[src/rtl/pipeline_pkg.sv]
// rtl/pipeline_pkg.sv - opcode constants, state enum and register-usage decode for the 4-stage pipeline
package pipeline_pkg;

    localparam logic [7:0] NOP = 8'h0A;

    localparam logic [3:0] OP_LOAD  = 4'b0000;
    localparam logic [3:0] OP_STORE = 4'b0010;
    localparam logic [3:0] OP_ADD   = 4'b0100;
    localparam logic [3:0] OP_SUB   = 4'b0110;
    localparam logic [3:0] OP_NAND  = 4'b1000;
    localparam logic [2:0] OP_ORI   = 3'b111;
    localparam logic [2:0] OP_SHIFT = 3'b011;
    localparam logic [3:0] OP_BZ    = 4'b0101;
    localparam logic [3:0] OP_BNZ   = 4'b1001;
    localparam logic [3:0] OP_BPZ   = 4'b1101;
    localparam logic [3:0] OP_STOP  = 4'b0001;
    localparam logic [3:0] OP_NOP   = 4'b1010;

    typedef enum logic [1:0] {
        RUN    = 2'd0,
        DRAIN  = 2'd1,
        HALTED = 2'd2
    } state_t;

    // {valid, reg}; ORI always targets R1
    function automatic logic [2:0] dest_of(input logic [7:0] ir);
        logic [2:0] d;
        d = 3'b000;
        if (ir[2:0] == OP_ORI)
            d = {1'b1, 2'b01};
        else if (ir[2:0] == OP_SHIFT)
            d = {1'b1, ir[7:6]};
        else if (ir[3:0] == OP_LOAD || ir[3:0] == OP_ADD ||
                 ir[3:0] == OP_SUB  || ir[3:0] == OP_NAND)
            d = {1'b1, ir[7:6]};
        return d;
    endfunction

    // {v1, r1, v2, r2}
    function automatic logic [5:0] srcs_of(input logic [7:0] ir);
        logic [5:0] s;
        s = 6'b000000;
        if (ir[2:0] == OP_ORI)
            s = {1'b1, 2'b01, 3'b000};
        else if (ir[2:0] == OP_SHIFT)
            s = {1'b1, ir[7:6], 3'b000};
        else if (ir[3:0] == OP_LOAD)
            s = {1'b1, ir[5:4], 3'b000};
        else if (ir[3:0] == OP_ADD  || ir[3:0] == OP_SUB ||
                 ir[3:0] == OP_NAND || ir[3:0] == OP_STORE)
            s = {1'b1, ir[7:6], 1'b1, ir[5:4]};
        return s;
    endfunction

    function automatic logic is_stop(input logic [7:0] ir);
        return ir[3:0] == OP_STOP;
    endfunction

endpackage

[src/rtl/pipe_hazard_detect.sv]
// rtl/pipe_hazard_detect.sv - RAW hazard compare of the register-read stage against execute/writeback
module pipe_hazard_detect
    import pipeline_pkg::*;
(
    input  logic [7:0] ir_2,
    input  logic [7:0] ir_3,
    input  logic [7:0] ir_4,
    output logic       hazard
);

    logic [5:0] src;
    logic [2:0] dst3;
    logic [2:0] dst4;

    always_comb begin
        src  = srcs_of(ir_2);
        dst3 = dest_of(ir_3);
        dst4 = dest_of(ir_4);
        // No RF write-through, so a writeback-stage producer still counts
        hazard = (src[5] && dst3[2] && src[4:3] == dst3[1:0]) ||
                 (src[5] && dst4[2] && src[4:3] == dst4[1:0]) ||
                 (src[2] && dst3[2] && src[1:0] == dst3[1:0]) ||
                 (src[2] && dst4[2] && src[1:0] == dst4[1:0]);
    end

endmodule

[src/rtl/pipeline_hazard_ctrl.sv]
// rtl/pipeline_hazard_ctrl.sv - pipeline sequencing: stall on RAW, flush on taken branch, drain and halt on STOP
module pipeline_hazard_ctrl
    import pipeline_pkg::*;
#(
    parameter int STATW = 16
) (
    input  logic             clock,
    input  logic             reset,
    input  logic [7:0]       ir_1,
    input  logic [7:0]       ir_2,
    input  logic [7:0]       ir_3,
    input  logic [7:0]       ir_4,
    input  logic             branch_taken,
    output logic             pc_load,
    output logic             pc1_load,
    output logic             pc2_load,
    output logic             pc3_load,
    output logic             ir1_load,
    output logic             ir2_load,
    output logic             ir3_load,
    output logic             ir4_load,
    output logic             ir1_nop,
    output logic             ir2_nop,
    output logic             ir3_nop,
    output logic             counter_on,
    output logic             halted,
    output logic [STATW-1:0] stall_cnt,
    output logic [STATW-1:0] flush_cnt
);

    localparam logic [STATW-1:0] CNT_ONE = 1;

    state_t state;
    state_t state_next;
    logic   hazard;
    logic   stall_inc;
    logic   flush_inc;

    pipe_hazard_detect u_hazard (
        .ir_2   (ir_2),
        .ir_3   (ir_3),
        .ir_4   (ir_4),
        .hazard (hazard)
    );

    always_ff @(posedge clock or posedge reset) begin
        if (reset) begin
            state     <= RUN;
            stall_cnt <= '0;
            flush_cnt <= '0;
        end else begin
            state <= state_next;
            if (stall_inc && stall_cnt != '1)
                stall_cnt <= stall_cnt + CNT_ONE;
            if (flush_inc && flush_cnt != '1)
                flush_cnt <= flush_cnt + CNT_ONE;
        end
    end

    always_comb begin
        pc_load    = 1'b0;
        pc1_load   = 1'b0;
        pc2_load   = 1'b0;
        pc3_load   = 1'b0;
        ir1_load   = 1'b0;
        ir2_load   = 1'b0;
        ir3_load   = 1'b0;
        ir4_load   = 1'b0;
        ir1_nop    = 1'b0;
        ir2_nop    = 1'b0;
        ir3_nop    = 1'b0;
        counter_on = 1'b0;
        halted     = 1'b0;
        stall_inc  = 1'b0;
        flush_inc  = 1'b0;
        state_next = state;

        if (!reset) begin
            case (state)
                RUN, DRAIN: begin
                    counter_on = 1'b1;
                    if (branch_taken) begin
                        // Flush cancels any STOP being drained
                        {pc_load, pc1_load, pc2_load, pc3_load} = 4'b1111;
                        {ir1_load, ir2_load, ir3_load, ir4_load} = 4'b1111;
                        ir1_nop    = 1'b1;
                        ir2_nop    = 1'b1;
                        flush_inc  = 1'b1;
                        state_next = RUN;
                    end else if (hazard) begin
                        // Freeze fetch/read, bubble into execute, let older work retire
                        pc3_load  = 1'b1;
                        ir3_load  = 1'b1;
                        ir3_nop   = 1'b1;
                        ir4_load  = 1'b1;
                        ir1_nop   = (state == DRAIN);
                        stall_inc = 1'b1;
                    end else begin
                        {pc_load, pc1_load, pc2_load, pc3_load} = 4'b1111;
                        {ir1_load, ir2_load, ir3_load, ir4_load} = 4'b1111;
                        if (state == DRAIN) begin
                            pc_load  = 1'b0;
                            pc1_load = 1'b0;
                            ir1_nop  = 1'b1;
                            if (is_stop(ir_4))
                                state_next = HALTED;
                        end else if (is_stop(ir_1)) begin
                            pc_load    = 1'b0;
                            pc1_load   = 1'b0;
                            ir1_nop    = 1'b1;
                            state_next = DRAIN;
                        end
                    end
                end
                HALTED: begin
                    halted = 1'b1;
                end
                default: begin
                    state_next = RUN;
                end
            endcase
        end
    end

endmodule

[config.mk]
export PLATFORM = sky130hd
export DESIGN_NAME = pipeline_hazard_ctrl
export DESIGN_NICKNAME = d
export VERILOG_FILES = /design/src/rtl/pipeline_pkg.sv /design/src/rtl/pipe_hazard_detect.sv /design/src/rtl/pipeline_hazard_ctrl.sv
export SDC_FILE = /design/constraint.sdc
export NUM_CORES = 1
export LEC_CHECK = 0
export BUFFER_PORTS_ARGS = -buffer_cell sky130_fd_sc_hd__clkbuf_2
export CORE_ASPECT_RATIO = 1.5
export CORE_MARGIN = 2
export CORE_UTILIZATION = 53
export CTS_CLUSTER_SIZE = 8
export DETAILED_ROUTE_END_ITERATION = 10
export HOLD_SLACK_MARGIN = 0.08
export PLACE_DENSITY = 0.85
export SLEW_MARGIN = 20
export SYNTH_ARGS = -nofsm -noshare
export SYNTH_HDL_FRONTEND = slang
export SYNTH_SLANG_ARGS = --single-unit
[constraint.sdc]
create_clock -name clock -period 7.1 [get_ports clock]
set_input_delay 1.42 -clock clock [delete_from_list [all_inputs] [get_ports clock]]
set_output_delay 1.42 -clock clock [all_outputs]
set_load 0.005 [all_outputs]
; Word-level counts from Yosys, hierarchy flattened
; Index checks and enable logic that the tools add are counted.
[word_totals]
ff_bits = 34
input_bits = 35
elab_cells = 107
[classes]
n_bitwise = 2
mux = 43
eq_ne = 29
add_sub_neg = 2
n_reduce_logical = 28
[ops]
columns = op, count
row1 = "adder 16 x 1 -> 16 bit, second input constant", 2
row2 = "inequality test 16 bit, second input constant", 2
row3 = two-way mux 1 bit, 27
row4 = "== test 4 x 3 -> 1 bit, second input constant", 6
row5 = two-way mux 6 bit, 4
row6 = two-way mux 3 bit, 6
row7 = "== test 4 bit, second input constant", 3
row8 = logical NOT 4 bit, 3
row9 = logical OR 1 bit, 12
row10 = logical AND 1 bit, 10
row11 = two-way mux 2 bit, 5
row12 = "== test 3 x 2 -> 1 bit, second input constant", 3
row13 = "== test 3 bit, second input constant", 3
row14 = == test 2 bit, 4
row15 = "== test 4 x 1 -> 1 bit, second input constant", 2
row16 = "inequality test 4 bit, second input constant", 2
row17 = AND reduction 5 bit, 1
row18 = "== test 4 x 2 -> 1 bit, second input constant", 1
row19 = case mux 2 bit (2 select lines), 1
row20 = "inequality test 3 bit, second input constant", 1
row21 = "== test 2 x 1 -> 1 bit, second input constant", 1
row22 = "== test 2 bit, second input constant", 1
row23 = logical NOT 2 bit, 1
row24 = inverter 1 bit, 2
row25 = OR reduction 2 bit, 1

; Depth between registers and ports, before layout
[logic_depth]
ltp_word = 18
depth_mapped = 10

; Cells and area by module
; A second synthesis with hierarchy kept.
[hier_totals]
cells_unflattened = 234
hier_area_um2 = 2322.2
[modules_own_cells]
columns = module, seq_area_each_um2, cells_per_inst, area_per_inst_um2, n_inst
row1 = pipeline_hazard_ctrl, 850.8, 177, 1931.9, 1
row2 = pipe_hazard_detect, 0.0, 57, 390.4, 1

; Worst setup path after synthesis
; OpenSTA, ideal clock, no wires.
[synth_timing]
path_type = input-to-output
from = in ir_2[3]
to = out pc_load
n_path_buf = 3
cell_stages = 10
required_ns = 5.680
t_arrival_ns = 3.326
path_slack_ns = 2.354
cell_sequence = clkbuf_1 mux2i_1 o32ai_2 o2111a_1 o22ai_1 o311a_1 clkbuf_1 a21oi_1 nor3_1 buf_4
[synth_between]
elab_chain_len = 17
elab_cells_between_ends = 31
[synth_lines]
columns = item, line_no
row1 = from (decl), pipeline_hazard_ctrl.sv:10  ; input logic [7:0] ir_2,
row2 = == test 4 x 3 -> 1 bit, pipeline_pkg.sv:49  ; else if (ir[3:0] == OP_ADD || ir[3:0] == OP_SUB ||
row3 = logical OR 1 bit (2 in a row), pipeline_pkg.sv:49
row4 = logical OR 1 bit, pipeline_pkg.sv:50  ; ir[3:0] == OP_NAND || ir[3:0] == OP_STORE)
row5 = two-way mux 6 bit, pipeline_pkg.sv:49
row6 = two-way mux 6 bit *, pipeline_pkg.sv:47  ; else if (ir[3:0] == OP_LOAD)
row7 = two-way mux 6 bit *, pipeline_pkg.sv:45  ; else if (ir[2:0] == OP_SHIFT)
row8 = two-way mux 6 bit *, pipeline_pkg.sv:43  ; if (ir[2:0] == OP_ORI)
row9 = == test 2 bit (tied with other cells), pipe_hazard_detect.sv:20  ; hazard = (src[5] && dst3[2] && src[4:3] == dst3[1:0]) ||
row10 = logical AND 1 bit (on tied branches), "pipe_hazard_detect.sv:20, pipe_hazard_detect.sv:21"
row11 = logical OR 1 bit, pipe_hazard_detect.sv:20
row12 = logical OR 1 bit, pipe_hazard_detect.sv:21  ; (src[5] && dst4[2] && src[4:3] == dst4[1:0]) ||
row13 = logical OR 1 bit *, pipe_hazard_detect.sv:22  ; (src[2] && dst3[2] && src[1:0] == dst3[1:0]) ||
row14 = two-way mux 1 bit * (4 in a row), -
row15 = to (decl), pipeline_hazard_ctrl.sv:14  ; output logic pc_load,
; Every way passes the cells marked *; elsewhere a longest branch is shown, timed or not.

; Worst setup path in the final report
[layout_timing]
from = in ir_2[0]
to = out ir1_nop
[layout_between]
elab_chain_len = 17
elab_cells_between_ends = 33
[layout_lines]
columns = item, line_no
row1 = == test 4 x 3 -> 1 bit, pipeline_pkg.sv:49
row2 = logical OR 1 bit (2 in a row), pipeline_pkg.sv:49
row3 = logical OR 1 bit, pipeline_pkg.sv:50
row4 = two-way mux 6 bit, pipeline_pkg.sv:49
row5 = two-way mux 6 bit, pipeline_pkg.sv:47
row6 = two-way mux 6 bit, pipeline_pkg.sv:45
row7 = two-way mux 6 bit *, pipeline_pkg.sv:43
row8 = == test 2 bit (tied with other cells), pipe_hazard_detect.sv:20
row9 = logical AND 1 bit (on tied branches), "pipe_hazard_detect.sv:20, pipe_hazard_detect.sv:21"
row10 = logical OR 1 bit, pipe_hazard_detect.sv:20
row11 = logical OR 1 bit, pipe_hazard_detect.sv:21
row12 = logical OR 1 bit *, pipe_hazard_detect.sv:22
row13 = two-way mux 1 bit *, pipeline_hazard_ctrl.sv:90  ; end else if (hazard) begin
row14 = two-way mux 1 bit *, pipeline_hazard_ctrl.sv:82  ; if (branch_taken) begin
row15 = two-way mux 1 bit *, pipeline_hazard_ctrl.sv:79  ; case (state)
row16 = two-way mux 1 bit *, pipeline_hazard_ctrl.sv:78  ; if (!reset) begin
row17 = to (decl), pipeline_hazard_ctrl.sv:22  ; output logic ir1_nop,
; Marked as above.

==> results by group <==
STA
  • RSZ-0062 raised after global routing: false
  • Slew Limit Fails: 0
  • Final worst slack: 1930 ps
  • Slew HR: 0.418
  • Period minus WS final: just over 5000 ps
  • Layout Skew: roughly 4.5 ps
  • Final Hold Viols: 0
  • F_max: between 150 and 200 MHz
  • Endpoints failing setup: 0
  • Fin crit share: 0.728
  • Setup TNS: 0 ps
  • Least-Margin Pin Slew: about 870 ps

CTS
  • Clk slew on worst S/H paths: around 70 ps
  • Post-CTS Setup Bufs: 0
  • Clk_lat worst skew: approximately 280 ps
  • Post-CTS Resized: 0
  • Cts hold-fix bufs: 0
  • Num CTS Buffers: 5
  • H-Tree Level Count: 2
  • Clk root buf: clkbuf_8
  • Clock tree buffer depth: 2
  • Clock Sinks: 34
  • CTS tree: yes

Die
  • Core area: 0.00389 sq mm
  • Num rows: 28
  • Die Height: 81.5 um
  • DIE AREA: about 0.0045 sq mm
  • Die X: about 56 um
  • # IOs: 80
  • Initial Util: 0.546

Logic synthesis
  • Syn Area/Cell: 9.57 sq um
  • Synth top area cells: dfrtp_1 40%, xor2_1 8.7%, xnor2_1 5.8%, nand3_1 3.8%, nand2_1 3.4%
  • Synthesis Warnings: 0
  • Cells after Synth: between 200 and 250
  • FF+latch count, synth: 34
  • Net count after synthesis: approximately 260
  • Share of the synthesized area in the top cell type: 0.400
  • Most used DFF post-synth: dfrtp_1
  • Cell taking the most area after synthesis: dfrtp_1
  • Ys async rst share: 1.00
  • Most numerous cell in the Yosys netlist: dfrtp_1
  • Synth Cell Area: ~0.0021 sq mm
  • Synth cell count leaders: 34 x dfrtp_1, 21 x xor2_1, 19 x nand2_1, 16 x nand3_1, 14 x xnor2_1
  • Sequential area share after synthesis: 0.400
  • Post-synth EDFFs: 0
  • Synth unique cells: 44

Placement
  • Dpl hpwl: 3.43 mm
  • Pre-CTS setup slack: slightly below 2000 ps
  • Port bufs: just over 70
  • GP Congestion: a little under 0.9
  • Placed Area: about 0.0024 sq mm
  • DP Cell Count: around 320

Setup path
  • Reg2reg path depth: 7
  • Worst Path Max Fanout: 21
  • Worst EP arrival: about 3800 ps
  • Reg2reg end: stall_cnt[1]
  • Critical Path, Cell by Cell: clkbuf_2 > or3_1 > o32ai_2 > nor2_1 > xor2_1 > o311a_1 > nand2_1 > a311oi_1 > clkbuf_2
  • CP startpoint kind: primary input
  • Critical Path Most Common Cell: clkbuf_2
  • Worst Setup End Kind: output pin
  • Setup CP Type: in -> out
  • Worst r2r src: stall_cnt[0]
  • CP required: 5680 ps
  • Critical-path top delay cell: o311a_1
  • CP max stage delay: about 770 ps
  • Reg2reg setup slack: 4890 ps

Status
  • Status: complete, no violations

Routing
  • DRT Pass-1 Iters: 4
  • WL final: ~4.4 mm
  • WL per Instance: around 13 um
  • Final ANT Viol Nets: 0
  • Vias/cell: approximately 5.6
  • Routed vias: ~1900
  • Initial DRC Count: 81
  • DRC: 0

Flow run
  • Max_cap viols: 0

Hold path
  • Hold Path Class: reg -> reg
  • WHS Path Cells: 1
  • Hold Path Origin: stall_cnt[4]
  • Hold EP: stall_cnt[4]

GRT
  • Grt ovf: 0
  • Largest net degree at the start of global routing: 35
  • Initial antenna violation count: 0
  • GRT Total Usage: 0.207
  • Vias in the first global route: between 1500 and 2000
  • Wire length of the first global-routing pass: between 7 and 8 mm

Pwr
  • Pwr Total: between 0.5 and 0.6 mW
  • Peak VDD IR: 205 uV
  • Pleak: around 1.3 nW
  • PD cells: between 200 and 250 mW/mm^2

Layout
  • P&R area growth vs syn: 20.7%
  • Fillers: between 300 and 400
  • Non-filler cells, final: between 300 and 400
  • Share of layout cells above drive strength 1: 0.321
  • Nets@finish: 323
  • Number of diodes: 0
  • Finished Cell Area: approximately 0.0026 sq mm
-- metrics by stage --
| step | hold slack [ps] | utilization |
|---|---|---|
| 5_1_grt | 510 | 0.659 |
| 3_3_place_gp | 473 | 0.630 |
| 3_5_place_dp | 475 | 0.630 |
| 4_1_cts | 487 | 0.659 |
| 2_1_floorplan | 477 | - |
| 6_report | 482 | 0.659 |
-- critical path, delay by kind of cell --
kind / cells / cell delay, ps
xor+xnor: 1 / 140
buf+inv: 2 / 300
compound gates: 3 / 1220
simple gates: 3 / 670
-- metal layers --
| metal | part of all wire | global-route usage | up-vias |
|---|---|---|---|
| li1 | - | - | 917 |
| met1 | 0.39 | 0.210 | 887 |
| met2 | 0.53 | 0.387 | 49 |
| met3 | 0.059 | 0.0520 | 11 |
| met4 | 0.022 | 0.112 | 0 |
| met5 | 0 | 0 | - |
-- report_power, final --
part           internal [mW]  switching [mW]  leakage, nW  total, mW
Combinational         0.0595          0.0601        0.798      0.120
Clock                  0.104          0.0720       0.0504      0.176
Sequential             0.218          0.0328        0.461      0.251
-- flip-flops by register name (all words and copies together), names as in the netlist --
signal	cells
state	2
stall_cnt	16
flush_cnt	16
-- cell usage in the layout, fill, tap and decap left out, drive strengths merged, types with 3 or more instances in the layout --
cell    count
nand4       4
inv         6
and2        3
nand3      16
nor4        9
nand2      19
clkbuf     76
nor3b       3
mux2        4
xor2       21
dfrtp      34
nor4b       3
o21ai       5
nor2b       3
xnor2      14
o21a        3
nor2        9
a21oi       5
and3       11
nor3        9
-- cell families after synthesis --
logic type      after synthesis  synth area share
flops                        34             0.400
compound gates               28            0.0972
xor+xnor                     35             0.144
simple gates                 96             0.261
fa+ha+maj                     2            0.0118
buf+inv                      21            0.0548
mux                           6            0.0306
-- worst max-delay path by stage --
stage / from / end / slack, ps / cells past startpoint
floorplan: ir_2[3] / pc_load / 2350 / 10
global placement: ir_2[0] / ir1_nop / 1940 / 9
detailed placement: ir_2[0] / ir1_nop / 1930 / 9
CTS: ir_2[0] / ir1_nop / 1920 / 9
global route: ir_2[0] / ir1_nop / 1640 / 9
finish: ir_2[0] / ir1_nop / 1930 / 9
-- layout make-up --
| class | count | area [sq um] | share of cell area |
|---|---|---|---|
| timing repair buffer | 72 | 363 | 0.142 |
| multi-input combinational | 167 | 1160 | 0.451 |
| clock buffer | 5 | 68.8 | 0.0268 |
| tap | 45 | 56.3 | 0.0220 |
| sequential | 34 | 851 | 0.332 |
| inverter | 6 | 22.5 | 0.00878 |
| clock inverter | 3 | 45.0 | 0.0176 |
No activity file was read; power rests on OpenSTA's default activity.
